File: config.mk
export PLATFORM = sky130hd
export DESIGN_NAME = prirv32_bru
export DESIGN_NICKNAME = d
export VERILOG_FILES = /design/src/rtl/prirv32_pkg.sv /design/src/rtl/prirv32_pht.sv /design/src/rtl/prirv32_bru.sv
export SDC_FILE = /design/constraint.sdc
export NUM_CORES = 1
export LEC_CHECK = 0
export ABC_AREA = 0
export ABC_CLOCK_PERIOD_IN_PS = 3500
export CORE_UTILIZATION = 45
export DETAILED_ROUTE_END_ITERATION = 12
export GPL_TIMING_DRIVEN = 0
export HOLD_SLACK_MARGIN = 0.03
export PLACE_DENSITY_LB_ADDON = 0.3
export SLEW_MARGIN = 20
export SYNTH_ARGS = -nofsm -noshare
export SYNTH_HDL_FRONTEND = slang
export SYNTH_HIERARCHICAL = 1
export SYNTH_SLANG_ARGS = --single-unit
File: constraint.sdc
create_clock -name clk_i -period 3.5 [get_ports clk_i]
set_input_delay 1.05 -clock clk_i [delete_from_list [all_inputs] [get_ports clk_i]]
set_output_delay 1.05 -clock clk_i [all_outputs]
set_load 0.05 [all_outputs]
File: src/rtl/prirv32_pkg.sv
// Shared definitions for the priRV32 branch resolution unit: PHT counter
// encodings, BRU FSM states and the default predictor depth.
package priRV32_pkg;

  localparam logic [1:0] CNT_STRONG_TOKEN   = 2'b00;
  localparam logic [1:0] CNT_WEAK_TOKEN     = 2'b01;
  localparam logic [1:0] CNT_WEAK_NOTOKEN   = 2'b10;
  localparam logic [1:0] CNT_STRONG_NOTOKEN = 2'b11;

  localparam int PHT_ENTRIES_DEF = 16;

  typedef enum logic [1:0] {
    BRU_IDLE     = 2'd0,
    BRU_REDIRECT = 2'd1,
    BRU_FLUSH    = 2'd2
  } bru_state_e;

  // Taken moves toward STRONG_TOKEN (00), not-taken toward STRONG_NOTOKEN (11).
  function automatic logic [1:0] cnt_train(input logic [1:0] cnt, input logic taken);
    logic [1:0] nxt;
    nxt = cnt;
    if (taken) begin
      if (cnt != CNT_STRONG_TOKEN) nxt = cnt - 2'd1;
    end else begin
      if (cnt != CNT_STRONG_NOTOKEN) nxt = cnt + 2'd1;
    end
    return nxt;
  endfunction

  function automatic logic cnt_predicts_taken(input logic [1:0] cnt);
    return (cnt == CNT_STRONG_TOKEN) || (cnt == CNT_WEAK_TOKEN);
  endfunction

endpackage

File: src/rtl/prirv32_pht.sv
// Pattern history table: array of 2-bit saturating counters with one
// combinational read port and one synchronous training port.
module priRV32_PHT
  import priRV32_pkg::*;
#(
  parameter int ENTRIES = PHT_ENTRIES_DEF
) (
  input  logic                       clk_i,
  input  logic                       rst_n,
  input  logic [$clog2(ENTRIES)-1:0] rd_idx_i,
  output logic [1:0]                 rd_cnt_o,
  input  logic                       wr_en_i,
  input  logic [$clog2(ENTRIES)-1:0] wr_idx_i,
  input  logic                       wr_taken_i
);

  logic [1:0] cnt_q [ENTRIES];

  // Read returns the stored value, so a same-cycle update is not visible yet.
  assign rd_cnt_o = cnt_q[rd_idx_i];

  always_ff @(posedge clk_i or negedge rst_n) begin
    if (!rst_n) begin
      for (int i = 0; i < ENTRIES; i++) cnt_q[i] <= CNT_WEAK_NOTOKEN;
    end else if (wr_en_i) begin
      cnt_q[wr_idx_i] <= cnt_train(cnt_q[wr_idx_i], wr_taken_i);
    end
  end

endmodule

File: src/rtl/prirv32_bru.sv
// Branch resolution unit: PHT prediction/training plus mispredict redirect
// and flush sequencing. Optional counters enabled by PRIRV32_BRU_STATS_EN.
module prirv32_bru
  import priRV32_pkg::*;
#(
  parameter int PHT_ENTRIES  = PHT_ENTRIES_DEF,
  parameter int FLUSH_CYCLES = 2
) (
  input  logic        clk_i,
  input  logic        rst_n,
  input  logic [31:0] lookup_pc_i,
  output logic        lookup_taken_o,
  input  logic        res_valid_i,
  output logic        res_ready_o,
  input  logic [31:0] res_pc_i,
  input  logic        res_is_cond_i,
  input  logic        res_taken_i,
  input  logic [31:0] res_target_i,
  input  logic [31:0] res_pred_pc_i,
  output logic        redirect_valid_o,
  input  logic        redirect_ready_i,
  output logic [31:0] redirect_pc_o,
`ifdef PRIRV32_BRU_STATS_EN
  output logic [31:0] stat_branches_o,
  output logic [31:0] stat_mispred_o,
`endif
  output logic        flush_o
);

  localparam int         IDX_W   = $clog2(PHT_ENTRIES);
  localparam logic [3:0] FLUSH_LD = 4'(FLUSH_CYCLES);

  logic [1:0]  lk_cnt;
  logic [31:0] next_pc;
  logic        mispred;
  logic        accept;
  logic        unused_lookup_bits;

  bru_state_e  state_q;
  logic [31:0] rpc_q;
  logic        rv_q;
  logic        flush_q;
  logic        ready_q;
  logic [3:0]  fcnt_q;

  assign unused_lookup_bits = ^{lookup_pc_i[31:IDX_W+2], lookup_pc_i[1:0]};

  priRV32_PHT #(.ENTRIES(PHT_ENTRIES)) u_pht (
    .clk_i      (clk_i),
    .rst_n      (rst_n),
    .rd_idx_i   (lookup_pc_i[IDX_W+1:2]),
    .rd_cnt_o   (lk_cnt),
    .wr_en_i    (accept && res_is_cond_i),
    .wr_idx_i   (res_pc_i[IDX_W+1:2]),
    .wr_taken_i (res_taken_i)
  );

  assign lookup_taken_o = cnt_predicts_taken(lk_cnt);

  assign next_pc = res_taken_i ? res_target_i : (res_pc_i + 32'd4);
  assign mispred = (next_pc != res_pred_pc_i);
  assign accept  = res_valid_i && ready_q;

  always_ff @(posedge clk_i or negedge rst_n) begin
    if (!rst_n) begin
      state_q <= BRU_IDLE;
      rpc_q   <= 32'd0;
      rv_q    <= 1'b0;
      flush_q <= 1'b0;
      ready_q <= 1'b1;
      fcnt_q  <= 4'd0;
    end else begin
      case (state_q)
        BRU_IDLE: begin
          if (accept && mispred) begin
            state_q <= BRU_REDIRECT;
            rpc_q   <= {next_pc[31:1], 1'b0};
            rv_q    <= 1'b1;
            flush_q <= 1'b1;
            ready_q <= 1'b0;
          end
        end
        BRU_REDIRECT: begin
          if (redirect_ready_i) begin
            state_q <= BRU_FLUSH;
            rv_q    <= 1'b0;
            fcnt_q  <= FLUSH_LD;
          end
        end
        BRU_FLUSH: begin
          // Leaving on the count-of-1 cycle keeps flush high FLUSH_CYCLES cycles.
          if (fcnt_q <= 4'd1) begin
            state_q <= BRU_IDLE;
            flush_q <= 1'b0;
            ready_q <= 1'b1;
            fcnt_q  <= 4'd0;
          end else begin
            fcnt_q  <= fcnt_q - 4'd1;
          end
        end
        default: begin
          state_q <= BRU_IDLE;
          rv_q    <= 1'b0;
          flush_q <= 1'b0;
          ready_q <= 1'b1;
          fcnt_q  <= 4'd0;
        end
      endcase
    end
  end

  assign res_ready_o      = ready_q;
  assign redirect_valid_o = rv_q;
  assign redirect_pc_o    = rpc_q;
  assign flush_o          = flush_q;

`ifdef PRIRV32_BRU_STATS_EN
  logic [31:0] branches_q;
  logic [31:0] mispred_cnt_q;

  always_ff @(posedge clk_i or negedge rst_n) begin
    if (!rst_n) begin
      branches_q    <= 32'd0;
      mispred_cnt_q <= 32'd0;
    end else if (accept) begin
      branches_q <= branches_q + 32'd1;
      if (mispred) mispred_cnt_q <= mispred_cnt_q + 32'd1;
    end
  end

  assign stat_branches_o = branches_q;
  assign stat_mispred_o  = mispred_cnt_q;
`endif

endmodule

==> results.md <==
* R2R Setup Slk at 1450 ps
* Max Fanout on Critical Path at 10
* DRC at 0
* Lkg Pwr at 3.754 nW
* Grt total ovfl at 0
* Slew HR at 0.4835
* VDD IR max at 608.1 uV
* Met2 WL at 11,050 um
* Vias in the first global route at 6,234
* CP delay by family, top: buffers and inverters
* Worst hold slack at 485.5 ps
* Core ar. at 0.01272 mm^2
* Reg power frac at 0.267
* CP Launch Type: primary input
* Port bufs at 127
* Beginning of the worst hold path: redirect_pc_o[30]
* Max Root-Sink Buffers at 2
* Final setup viols at 35
* Worst R2R Start: res_ready_o
* Layout Skew at 13.05 ps
* WL final at 23,250 um
* Final nets at 1,005
* Top Ports at 170
* Worst-path cell chain: clkbuf_4, inv_2, clkbuf_2, buf_2, a211o_1, o2111ai_2, nor4_4, nand4_1, o211ai_4, buf_12, buf_12, mux2_4
* Die Span X at 116.8 um
* H-tree levels at 3
* Site Rows at 41
* Slowest-stage cell, CP: buf_2
* Sw power at 2.124 mW
* Die height at approximately 120 um
* Failing checks: setup timing
* Syn Inst Count at 657
* Post-DP HPWL at 16,880 um
* Critical Path Sink Type: flip-flop
* Post-route ant nets at 0
* Avg Vias per Cell at 6.068
* Pins Over Slew Limit at 0
* Initial antenna violation count at 0
* WL met3 at 1798 um
* Design internal power at 2.815 mW
* Synth Net Count at 797
* Clock slew at reported path FFs at about 60 ps
* Hold path depth at 1
* R2R depth at 4
* CTS tree: built
* Num CTS Buffers at 9
* RSZ-0062 raised after global routing: yes
* Setup TNS at -5891 ps
* Status: finished with violations
* Met1 WL at 9271 um
* Power share of the combinational group at 0.542
* Largest net degree at the start of global routing at 57
* Drt pass-1 iters at 6
* Syn_area_per_cell at 9.023 um^2
* Share of layout cells above drive strength 1 at 0.3655
* Clock Root Buffer: clkbuf_16
* Fmax at 267.5 MHz
* Worst-margin pin slew at a little under 800 ps
* Clock latency on the worst-skew pair at ~350 ps
* DR WL/cell at 22.31 um
* Final period util at 1.068
* Worst Path Buf+Inv at 6
* Most used cell along the critical path: buf_12
* Antenna cells at 0
* Number of max-cap violations at 0
* Final setup margin at -238.3 ps
* CP peak stage delay at 360 ps
* First-pass GRT wire length at 33,640 um
* Post-CTS Hold Fix Bufs at 0
* Global router's overall resource usage at 0.3377
* Fin. Hold Viols at 0
* Hold Path End: redirect_pc_o[30]
* Synth-to-layout area growth at 52.64%
* First DRT Iteration DRCs at between 400 and 500
* Worst Path Class, Setup: primary input to flip-flop
* Crit path arrival time at ~4000 ps
* Routed vias at 6,323
* Yosys warnings at 6
* Power, Total at 4.939 mW
* Sw Share at 0.4300
* Clk network pwr share at 0.191
* Power Density at 545.9 mW/mm^2
* Die area at 0.01364 mm^2
* Critical R2R Capture: u_pht/cnt_q[22]
* Uppermost layer routed: met4
* Mapped Area at around 0.0059 mm^2
* Post-layout minimum cycle time at 3738 ps
* Worst path required time at about 3700 ps
* Final GP Congestion at approximately 0.93
* Hold Path Class: flip-flop to flip-flop
* Initial Utilization at 0.4660
* Clock sink count at between 70 and 80
layout by cell type, fill, tap and decap left out, types with 8 or more instances in the layout:
cell type	count
a21oi_1	18
a22o_1	8
buf_12	11
buf_2	21
buf_4	65
buf_6	9
clkbuf_16	10
clkdlybuf4s50_1	82
dfrtp_1	55
dfstp_2	17
dlygate4sd2_1	13
inv_1	15
mux2_2	28
mux2_4	11
mux4_2	13
nand2_1	49
nand2_2	9
nand3_1	16
nand4_1	18
nor2_1	62
nor3_1	14
nor4_1	8
nor4_4	9
o21ai_0	18
o21ai_1	15
o21ai_2	8
xnor2_1	32
xor2_1	17
per-stage QoR:
stage          std cells    util  setup slack (ps)  area (um^2)
6_report            1042  0.7113            -238.3         9049
5_1_grt             1042  0.7113            -320.4         9049
4_1_cts             1017  0.6784            -197.1         8631
3_5_place_dp         957  0.5894             -2024         7498
3_3_place_gp         956  0.5874             -1934         7473
2_1_floorplan        657       -            -157.0         5987
state kept, by name, summed over array words and instances (netlist names):
register,count
flush_o,1
state_q,2
res_ready_o,1
redirect_valid_o,1
fcnt_q,4
u_pht/cnt_q,32
redirect_pc_o,31
power by group through the flow:
stage                     logic (mW)  registers [mW]  clock network [mW]
final                           2.68            1.32               0.943
after global routing            2.82            1.34               0.985
after CTS                       2.52            1.30               0.950
after detailed placement        2.26            1.30                   0
after global placement          2.23            1.29                   0
after floorplan                0.839            1.91                   0
metal layers:
layer | global-route usage | vias to the layer above
met3 | 0.06694 | 86
met4 | 0.1840 | 0
met5 | 0 | -
li1 | - | 2831
met2 | 0.5511 | 335
met1 | 0.4218 | 3071
what timing repair did:
| action | CTS | global route |
|---|---|---|
| setup endpoints to repair | 37 | 36 |
| cloned | 3 | 0 |
| pin swaps | 47 | 49 |
| endpoints found under the hold margin | 0 | 0 |
| resized for setup | 268 | 78 |
| setup buffers | 42 | 28 |
worst max-delay path by stage:
stage                 from           endpoint  slack, ps  depth (start not counted)
3_5_place_dp   res_taken_i  redirect_pc_o[24]      -2020                         11
5_1_grt        res_pc_i[3]  redirect_pc_o[16]       -320                         14
3_3_place_gp   res_taken_i   redirect_pc_o[7]      -1930                         11
6_report       res_taken_i   redirect_pc_o[2]       -240                         12
4_1_cts        res_pc_i[3]  redirect_pc_o[23]       -200                         13
2_1_floorplan  res_pc_i[6]  redirect_pc_o[15]       -160                         11
worst register-to-register path, cell delays in order (launching register included):
cell	delay, ps
dfstp_2	570
and3_1	310
nor3b_1	510
nand3b_1	240
mux2_2	320
layout make-up:
cell class | instances | area, um^2
Multi-Input combinational cell | 527 | 4423
Fill cell | 1002 | 3674
Timing Repair Buffer | 199 | 1899
Sequential cell | 72 | 1823
Buffer | 37 | 315.3
Clock buffer | 10 | 229.0
Tap cell | 172 | 215.2
Inverter | 19 | 75.07
Clock inverter | 6 | 68.82
Power figures use the tool's default switching activity.
